[config.mk]
export PLATFORM = sky130hd
export DESIGN_NAME = led_peripheral_multi
export DESIGN_NICKNAME = d
export VERILOG_FILES = /design/src/rtl/led_peripheral_multi.sv
export SDC_FILE = /design/constraint.sdc
export NUM_CORES = 1
export LEC_CHECK = 0
export CORE_AREA = 2 2 101 112
export DETAILED_ROUTE_END_ITERATION = 6
export DIE_AREA = 0 0 103 114
export GPL_ROUTABILITY_DRIVEN = 0
export HOLD_SLACK_MARGIN = 0.12
export MAX_ROUTING_LAYER = met4
export SYNTH_ARGS = -nofsm -noshare
export SYNTH_HDL_FRONTEND = slang
export SYNTH_SLANG_ARGS = --single-unit
[constraint.sdc]
create_clock -name clk -period 5.4 [get_ports clk]
set_input_delay 0.54 -clock clk [delete_from_list [all_inputs] [get_ports clk]]
set_output_delay 0.54 -clock clk [all_outputs]
set_load 0.005 [all_outputs]
[src/rtl/led_peripheral_multi.sv]
// Memory-mapped LED controller: byte-wide DATA registers driving NUM_LEDS outputs,
// with blink, PWM dimming, inversion and registered read-back on an 8-bit write bus.
module led_peripheral_multi #(
  parameter int unsigned       NUM_LEDS   = 16,
  parameter int unsigned       ADDR_W     = 8,
  parameter int unsigned       DATA_W     = 8,
  parameter logic [ADDR_W-1:0] BASE_ADDR  = 8'h01,
  parameter int unsigned       PRESCALE_W = 16
) (
  input  logic                clk,
  input  logic                rst,
  input  logic [ADDR_W-1:0]   addr,
  input  logic [DATA_W-1:0]   wdata,
  input  logic                wr_en,
  input  logic                rd_en,
  output logic [DATA_W-1:0]   rdata,
  output logic                rvalid,
  output logic [NUM_LEDS-1:0] led
);

  localparam int unsigned NBYTES   = NUM_LEDS / DATA_W;
  localparam int unsigned OFF_DUTY = NBYTES + 1;
  localparam int unsigned OFF_BDIV = NBYTES + 2;

  logic [3:0]            r_ctrl;
  logic [NUM_LEDS-1:0]   r_data;
  logic [DATA_W-1:0]     r_duty;
  logic [DATA_W-1:0]     r_bdiv;
  logic [PRESCALE_W-1:0] r_pre;
  logic [DATA_W-1:0]     r_bcnt;
  logic [DATA_W-1:0]     r_pcnt;
  logic                  r_phase;
  logic [NUM_LEDS-1:0]   r_led;
  logic [DATA_W-1:0]     r_rdata;
  logic                  r_rvalid;

  logic [ADDR_W-1:0]     w_off;
  logic                  w_inrange;
  logic                  w_ctrl_wr;
  logic                  w_tick;
  logic                  w_pwm_on;
  logic                  w_show;
  logic [DATA_W-1:0]     w_rd_val;

  assign w_off     = addr - BASE_ADDR;
  assign w_inrange = (addr >= BASE_ADDR) && (w_off <= ADDR_W'(OFF_BDIV));
  assign w_ctrl_wr = wr_en && w_inrange && (w_off == '0);
  assign w_tick    = &r_pre;
  assign w_pwm_on  = r_pcnt < r_duty;
  assign w_show    = r_ctrl[0] && (!r_ctrl[1] || r_phase) && (!r_ctrl[2] || w_pwm_on);

  // DATA offset +1 holds the most significant LED byte.
  always_comb begin
    w_rd_val = '0;
    if (w_inrange) begin
      if (w_off == '0)
        w_rd_val = DATA_W'(r_ctrl);
      else if (w_off == ADDR_W'(OFF_DUTY))
        w_rd_val = r_duty;
      else if (w_off == ADDR_W'(OFF_BDIV))
        w_rd_val = r_bdiv;
      else
        for (int unsigned i = 0; i < NBYTES; i++)
          if (w_off == ADDR_W'(i + 1))
            w_rd_val = r_data[(NBYTES-1-i)*DATA_W +: DATA_W];
    end
  end

  always_ff @(posedge clk or negedge rst) begin
    if (!rst) begin
      r_ctrl <= '0;
      r_data <= '0;
      r_duty <= '0;
      r_bdiv <= '0;
    end else if (wr_en && w_inrange) begin
      if (w_off == '0)
        r_ctrl <= wdata[3:0];
      else if (w_off == ADDR_W'(OFF_DUTY))
        r_duty <= wdata;
      else if (w_off == ADDR_W'(OFF_BDIV))
        r_bdiv <= wdata;
      else
        for (int unsigned i = 0; i < NBYTES; i++)
          if (w_off == ADDR_W'(i + 1))
            r_data[(NBYTES-1-i)*DATA_W +: DATA_W] <= wdata;
    end
  end

  // A CTRL write restarts all pattern timing from a known phase.
  always_ff @(posedge clk or negedge rst) begin
    if (!rst) begin
      r_pre   <= '0;
      r_bcnt  <= '0;
      r_pcnt  <= '0;
      r_phase <= 1'b1;
    end else if (w_ctrl_wr) begin
      r_pre   <= '0;
      r_bcnt  <= '0;
      r_pcnt  <= '0;
      r_phase <= 1'b1;
    end else begin
      r_pre  <= r_pre + PRESCALE_W'(1);
      r_pcnt <= r_pcnt + DATA_W'(1);
      if (w_tick) begin
        if (r_bcnt == r_bdiv) begin
          r_bcnt  <= '0;
          r_phase <= ~r_phase;
        end else begin
          r_bcnt <= r_bcnt + DATA_W'(1);
        end
      end
    end
  end

  always_ff @(posedge clk or negedge rst) begin
    if (!rst) begin
      r_led    <= '0;
      r_rdata  <= '0;
      r_rvalid <= 1'b0;
    end else begin
      r_led    <= (w_show ? r_data : '0) ^ {NUM_LEDS{r_ctrl[3]}};
      r_rvalid <= rd_en;
      if (rd_en)
        r_rdata <= w_rd_val;
    end
  end

  assign led    = r_led;
  assign rdata  = r_rdata;
  assign rvalid = r_rvalid;

endmodule

Yosys cells after proc, flatten, opt, wreduce, memory -nomap -nowiden

Cells that the tools add are included.

Output and inout port bits: 25
Bits of input ports: 20
Bits in registers: 94
Logic and storage cells: 63
Memories: 0
ROM bits: 0
Memory bits (writable): 0
Latch bits: 0

Add/subtract/negate cells: 4
Eq/ne operators: 5
Reduce and logical (&&, ||, !) cells: 19
Muxes and demuxes: 15
Multiply operators: 0
Magnitude comparators: 3
Bitwise logic cells: 5
Shifts and indexed selects: 0
Div/mod/pow operators: 0

Operators by type and width:

| cell                    | count |
|---|---|
| $mux W8                 | 10 |
| $mux W16                | 2 |
| $add A16 B1 Y16 const B | 1 |
| $add A8 B1 Y8 const B   | 2 |
| $eq A8 B2 Y1 const B    | 2 |
| $reduce_and A16 Y1      | 1 |
| $xor A16 B16 Y16        | 1 |
| $reduce_and A5 Y1       | 2 |
| $eq A8 B1 Y1 const B    | 1 |
| $eq A8 B3 Y1 const B    | 1 |
| $eq A8 B8 Y1            | 1 |
| $ge A8 B1 Y1 const B    | 1 |
| $le A8 B3 Y1 const B    | 1 |
| $logic_not A8 Y1        | 1 |
| $lt A8 B8 Y1            | 1 |
| $sub A8 B1 Y8 const B   | 1 |
| $logic_and A1 B1 Y1     | 5 |
| $not A1 Y1              | 4 |
| $reduce_and A2 Y1       | 2 |
| $reduce_and A4 Y1       | 1 |
| $reduce_bool A2 Y1      | 2 |
| $mux W1                 | 3 |
| $reduce_and A3 Y1       | 1 |
| $logic_not A1 Y1        | 2 |
| $logic_or A1 B1 Y1      | 2 |

Depth between registers and ports, before layout

Gate-level depths: netlist of run 1.

Depth after elaboration: 8
Mapped depth: 8
Depth with buffers taken out: 7

Worst setup path after synthesis of run 1

OpenSTA, ideal clock, no wires.

Path type: register -> register
Start: reg r_pcnt[2]
End: reg r_led[10], in the netlist led[10]
Setup time: 142 ps
Data required time: 5,258 ps
Path buffers: 1
Data arrival time: 1,857 ps
Cell stages (with the launch flop): 8
Period minus slack after synthesis: 1,999 ps
Slack: 3,401 ps
Path through: dfrtp_1 ha_1 a211oi_2 o21ai_1 a2111oi_4 buf_6 o21ai_1 xnor2_1

Longest elaborated chain between the ends: 5

RTL lines:

| what                   | line | text |
|---|---|---|
| start, declared        | 31   | `logic [DATA_W-1:0] r_pcnt;` |
| start signal, assigned | 103  | `r_pcnt <= r_pcnt + DATA_W'(1);` |
| $lt A8 B8 Y1           | 49   | `assign w_pwm_on = r_pcnt < r_duty;` |
| $logic_or A1 B1 Y1     | 50   | `assign w_show = r_ctrl[0] && (!r_ctrl[1] \|\| r_phase) && (!r_ctrl[2] \|\| w_pwm_on);` |
| $logic_and A1 B1 Y1    | 50   |  |
| $mux W16               | 121  | `r_led <= (w_show ? r_data : '0) ^ {NUM_LEDS{r_ctrl[3]}};` |
| $xor A16 B16 Y16       | 121  |  |
| end signal, assigned   | 121  |  |
| end, declared          | 33   | `logic [NUM_LEDS-1:0] r_led;` |

Every way passes these cells.
A chain may end at the register's enable or synchronous reset.

Final worst setup path of run 1

Start: in addr[0]
End: reg r_bcnt[3]

Longest elaborated chain between the ends: 6
Elaborated cells between the ends (all ways): 9
Classes of those cells: add/sub: 1; order compare: 2; mux: 1; reduce/logical: 5

RTL lines:

| what                                          | line | text |
|---|---|---|
| start, declared                               | 12   | `input logic [ADDR_W-1:0] addr,` |
| $sub A8 B1 Y8                                 | 45   | `assign w_off = addr - BASE_ADDR;` |
| $le A8 B3 Y1                                  | 46   | `assign w_inrange = (addr >= BASE_ADDR) && (w_off <= ADDR_W'(OFF_BDIV));` |
| $logic_and A1 B1 Y1                           | 46   |  |
| $logic_and A1 B1 Y1                           | 47   | `assign w_ctrl_wr = wr_en && w_inrange && (w_off == '0);` |
| $logic_and A1 B1 Y1 (*)                       | 47   |  |
| $mux W8 or $reduce_bool A2 Y1 (tied branches) | --   |  |
| end signal, assigned                          | 109  | `r_bcnt <= r_bcnt + DATA_W'(1);` |
| end, declared                                 | 30   | `logic [DATA_W-1:0] r_bcnt;` |

Mark *: on every way between the ends. The rest lies on a longest branch, timed or not.

==> results.ini, run 1 <==
[logic_synthesis]
synthTopCellsByArea = dfrtp_1, mux2_2, xnor2_1, xor2_1, nor2_1
synth_cell_type_count = 48
yosysTopAreaCell = dfrtp_1
yosys_warnings = 0
synth_top_area_share = 0.497
synth_edf_count = 0
syn_area_um2 = 4680
syn_inst = 423
synth_top_flop_cell = dfrtp_1
synthArstFlopShare = 1.00
ys_ff_latch = 94
synth_nets = 453
seq_area_frac_synth = 0.503
synth.avg_cell_area_um2 = 11.1

[route]
wl_um = 10200
via_per_inst = 5.35
drtIter0Drc = 189
ant_nets = 0
via_count = 3293
firstDrtPassIters = 4
drc_errors = 0
wl_per_cell_um = 16.5

[layout]
diodes = 0
final_common_cell = dfrtp_1
area_delta_synth_final_pct = 17.9
drive_above_1_share = 0.152
final_cell_mix = dfrtp_1, clkdlybuf4s50_1, mux2_2
final_cell_area_um2 = 5520
nets = 493

[global_route]
grt_max_degree = 71
grt_pass1_wl_um = 16900
antenna_found_initial = 0
grt_util_met1 = 0.257
grt_busiest_layer = met2
grt_util_all_layers = 0.192
grt_overflow = 0
first_global_vias = 3313
grt_use_met2 = 0.294
grt.met3_usage = 0.0398

[power_and_ir_drop]
power_mw = 1.78
p_leak_nw = 2.35
power_density_nw_per_um2 = 323
irDropWorstVdd_v = 0.000194

[worst_setup_path]
cp_max_fo = 21
reg2reg_from = r_pcnt[2]$_DFF_PN0_
startpoint = addr[0]
critical_path_class = input pin to flop
required_ns = 5.59
cp-start-kind = input pin
endpoint_kind = flop
cp.arrival_ns = 3.48

[status]
outcome = finished clean

[clock_network]
tritoncts = yes
cts.sinks = 94
post_cts_buffers = 0
numCtsBuffers = 9
clk_pin_slew_worst_paths_ns = 0.06
insertion_delay_ns = 0.34
cts_root_buf = clkbuf_16
clock_path_buffers = 2
htreeDepth = 3

[floorplan]
die_h_um = 114
die_area_um2 = 11700
die-width_um = 103
core-area_um2 = 10700
row_count = 40
pin_count = 45
initial_utilization = 0.437

[timing]
finClkSkew_ns = 0.00957
tns_ns = 0
rsz0062_at_grt = false
setup_viol = 0
layout_min_cycle_time_ns = 3.30
drv_slew = 0
tightest_slew_ns = 1.02
whs_ns = 0.507
hold_viol_final = 0
finalCritPeriodShare = 0.610
max-slew-margin-rel = 0.318
max_freq_ghz = 0.303

[place]
placed_area_um2 = 5210
port_buffers = 44
post-dp-hpwl_um = 7110

[hold_path]
min_from = r_ctrl[2]$_DFFE_PN0N_
hp-class = flop to flop

[job]
drv_cap = 0

power breakdown:
| part | switching, mW | internal [mW] |
|---|---|---|
| logic | 0.141 | 0.133 |
| registers | 0.0886 | 0.783 |
| clock network | 0.261 | 0.372 |
path summary, 6_finish.rpt:
check / end / slack (ns) / cells past startpoint
max in group asynchronous: r_duty[3]$_DFFE_PN0P_ / 3.59 / 3
hold reg to reg: r_ctrl[2]$_DFFE_PN0N_ / 0.51 / 2
min in group asynchronous: r_bcnt[4]$_DFFE_PN0P_ / 0.65 / 2
hold / removal: r_ctrl[2]$_DFFE_PN0N_ / 0.51 / 2
setup / recovery: r_bcnt[3]$_DFFE_PN0P_ / 2.10 / 6
setup reg to reg: led[4]$_DFF_PN0_ / 2.84 / 6
cell usage after synthesis, drive strengths merged (6+ instances only):
cell type,n
and3,16
a21oi,12
nor2b,7
inv,16
ha,10
nand3,23
o41ai,6
nor2,35
nand2,24
nand4,7
a32oi,6
o21ai,33
clkbuf,6
mux2,36
xor2,20
dfrtp,93
buf,11
xnor2,23
flip-flops by register name, summed over array words and instances (netlist names):
name / cells
led: 16
r_data: 16
r_pre: 16
r_bcnt: 8
r_bdiv: 8
r_duty: 8
r_pcnt: 8
rdata: 8
r_ctrl: 4
r_phase: 1
rvalid: 1
through the flow:
step	worst slack, ns	util	cells
after CTS	2.15	0.515	615
after floorplan	3.40	-	423
final	2.10	0.515	615
after global placement	1.93	0.486	598
after global routing	1.86	0.515	615
after detailed placement	1.80	0.486	598
critical path, stage by stage:
cell and delay (ns):
clkdlybuf4s50_1 0.96, nor4b_2 0.41, nand4_1 0.76, and3_1 0.49, a32oi_1 0.20, o41ai_2 0.12
kinds of logic after synthesis:
logic type / after synthesis / synth area share
buffers and inverters: 33 / 0.0345
AND/OR/NAND/NOR: 129 / 0.152
flip-flops: 94 / 0.503
XOR/XNOR: 43 / 0.0805
AO/OA/AOI/OAI: 78 / 0.117
multiplexers: 36 / 0.0867
adder cells (fa/ha/maj): 10 / 0.0267
routing by layer:
metal	vias to the layer above	part of all wire
li1	1576	-
met1	1634	0.48
met2	68	0.47
met3	15	0.031
met4	0	0.019
met5	-	0
timing repair:
action                     CTS  global route
hold buffers                 1             0
setup endpoints to repair    0             0
hold endpoints to repair    24             0
gates resized for setup      0             0
area by class of cell:
| cell class | instances | area [um2] |
|---|---|---|
| fillers | 998 | 5190 |
| flip-flops and latches | 94 | 2350 |
| multi-input cells | 296 | 2160 |
| repair buffers | 46 | 455 |
| clock buffers | 11 | 243 |
| well taps | 147 | 184 |
| inverters | 16 | 60.1 |
| clock inverters | 5 | 57.6 |
No activity file was read; power rests on OpenSTA's default activity.
==> run 2, diff against run 1 <==
==> constraint.sdc (replaced) <==
create_clock -name clk -period 3.3 [get_ports clk]
set_input_delay 0.33 -clock clk [delete_from_list [all_inputs] [get_ports clk]]
set_output_delay 0.33 -clock clk [all_outputs]
set_load 0.005 [all_outputs]
==> results.ini, run 2 (synthesis gave the netlist of run 1 again) <==
[timing]
drv_slew = 0
finClkSkew_ns = 0.00752
tns_ns = 0
fin_ws_ns = 0.798
max-slew-margin-rel = 0.360
hold_viol_final = 0
max_freq_ghz = 0.400
whs_ns = 0.504
rsz0062_at_grt = false
tightest_slew_ns = 0.956
layout_min_cycle_time_ns = 2.50
setup_viol = 0
finalCritPeriodShare = 0.758

[layout]
final_util = 0.518
final_cell_area_um2 = 5550
final_common_cell = dfrtp_1
nets = 500
final_cell_mix = dfrtp_1, clkdlybuf4s50_1, mux2_2
instances_no_fill = 621
area_delta_synth_final_pct = 18.5
diodes = 0
drive_above_1_share = 0.162

[clock_network]
insertion_delay_ns = 0.33
cts_root_buf = clkbuf_16
htreeDepth = 3
tritoncts = yes
numCtsBuffers = 9
cts.sinks = 94
clk_pin_slew_worst_paths_ns = 0.06
clock_path_buffers = 2

[power_and_ir_drop]
power_mw = 2.84
p_leak_nw = 2.37
power_density_nw_per_um2 = 511
irDropWorstVdd_v = 0.000365

[floorplan]
core-area_um2 = 10700
die_area_um2 = 11700
initial_utilization = 0.437
row_count = 40
pin_count = 45
die-width_um = 103
die_h_um = 114

[route]
drtIter0Drc = 177
firstDrtPassIters = 5
drc_errors = 0
ant_nets = 0
wl_per_cell_um = 16.0
wl_um = 9950
via_per_inst = 5.26
via_count = 3264

[place]
dp_cells = 605
placed_area_um2 = 5260
place_ws_ns = 0.585
port_buffers = 44
post-dp-hpwl_um = 7130

[hold_path]
hp-class = flop to flop
min_from = r_ctrl[2]$_DFFE_PN0N_
hold_depth = 2
holdPathEnd = r_ctrl[2]$_DFFE_PN0N_

[worst_setup_path]
r2r-end = led[15]$_DFF_PN0_
critical_path_class = flop to flop
cp_max_fo = 16
cp.arrival_ns = 2.71
rrSetupSlack_ns = 0.80
reg2reg_from = r_pcnt[2]$_DFF_PN0_
r2r_cells = 6
cp-start-kind = flop
endpoint_kind = flop
required_ns = 3.51

[global_route]
grt_max_degree = 52
first_global_vias = 3232
grt_pass1_wl_um = 16700
grt_util_all_layers = 0.189
antenna_found_initial = 0
grt_overflow = 0

[job]
drv_cap = 0

[status]
outcome = finished clean

## run 2: worst max path at each step
stage                               start  cells past startpoint  slack (ns)               endpoint
floorplan             r_pcnt[2]$_DFF_PN0_                      7        1.30      led[10]$_DFF_PN0_
CTS                   r_pcnt[2]$_DFF_PN0_                      6        0.78      led[15]$_DFF_PN0_
global route        r_duty[2]$_DFFE_PN0P_                      7        0.65       led[1]$_DFF_PN0_
finish                r_pcnt[2]$_DFF_PN0_                      6        0.80      led[15]$_DFF_PN0_
global placement                  addr[6]                      6        0.62  r_bcnt[7]$_DFFE_PN0P_
detailed placement                addr[6]                      6        0.58  r_bcnt[3]$_DFFE_PN0P_
## run 2: area by class of cell
| cell class | instances | area (um2) |
|---|---|---|
| fillers | 966 | 5160 |
| repair buffers | 53 | 508 |
| inverters | 16 | 60.1 |
| multi-input cells | 296 | 2160 |
| clock buffers | 12 | 256 |
| well taps | 147 | 184 |
| clock inverters | 3 | 20.0 |
| flip-flops and latches | 94 | 2350 |
## run 2: layer usage
layer  GRT usage  up-vias  wire length (um)
li1            -     1599                 -
met1       0.258     1590              4560
met2       0.294       66              4860
met3      0.0319        9               424
met4      0.0491        0               109
met5           -        -                 0
## run 2: repair_timing
action / in CTS / in global routing
hold endpoints to repair: 49 / 0
resized for setup: 0 / 0
hold buffers: 1 / 0
setup buffers: 0 / 0
## run 2: worst max-delay path, cell delays in order, from the launching register on
cell and delay [ns]:
dfrtp_1 0.43, ha_1 0.33, a211oi_2 0.21, o21ai_1 0.14
a2111oi_4 0.84, o21ai_0 0.26, xnor2_1 0.17
## run 2: where the power goes
part           leakage, nW  total (mW)  switching (mW)  internal [mW]
clock network        0.131       0.962           0.415          0.547
registers             1.23        1.42           0.138           1.28
logic                 1.01       0.455           0.234          0.221
total                 2.37        2.84           0.787           2.05
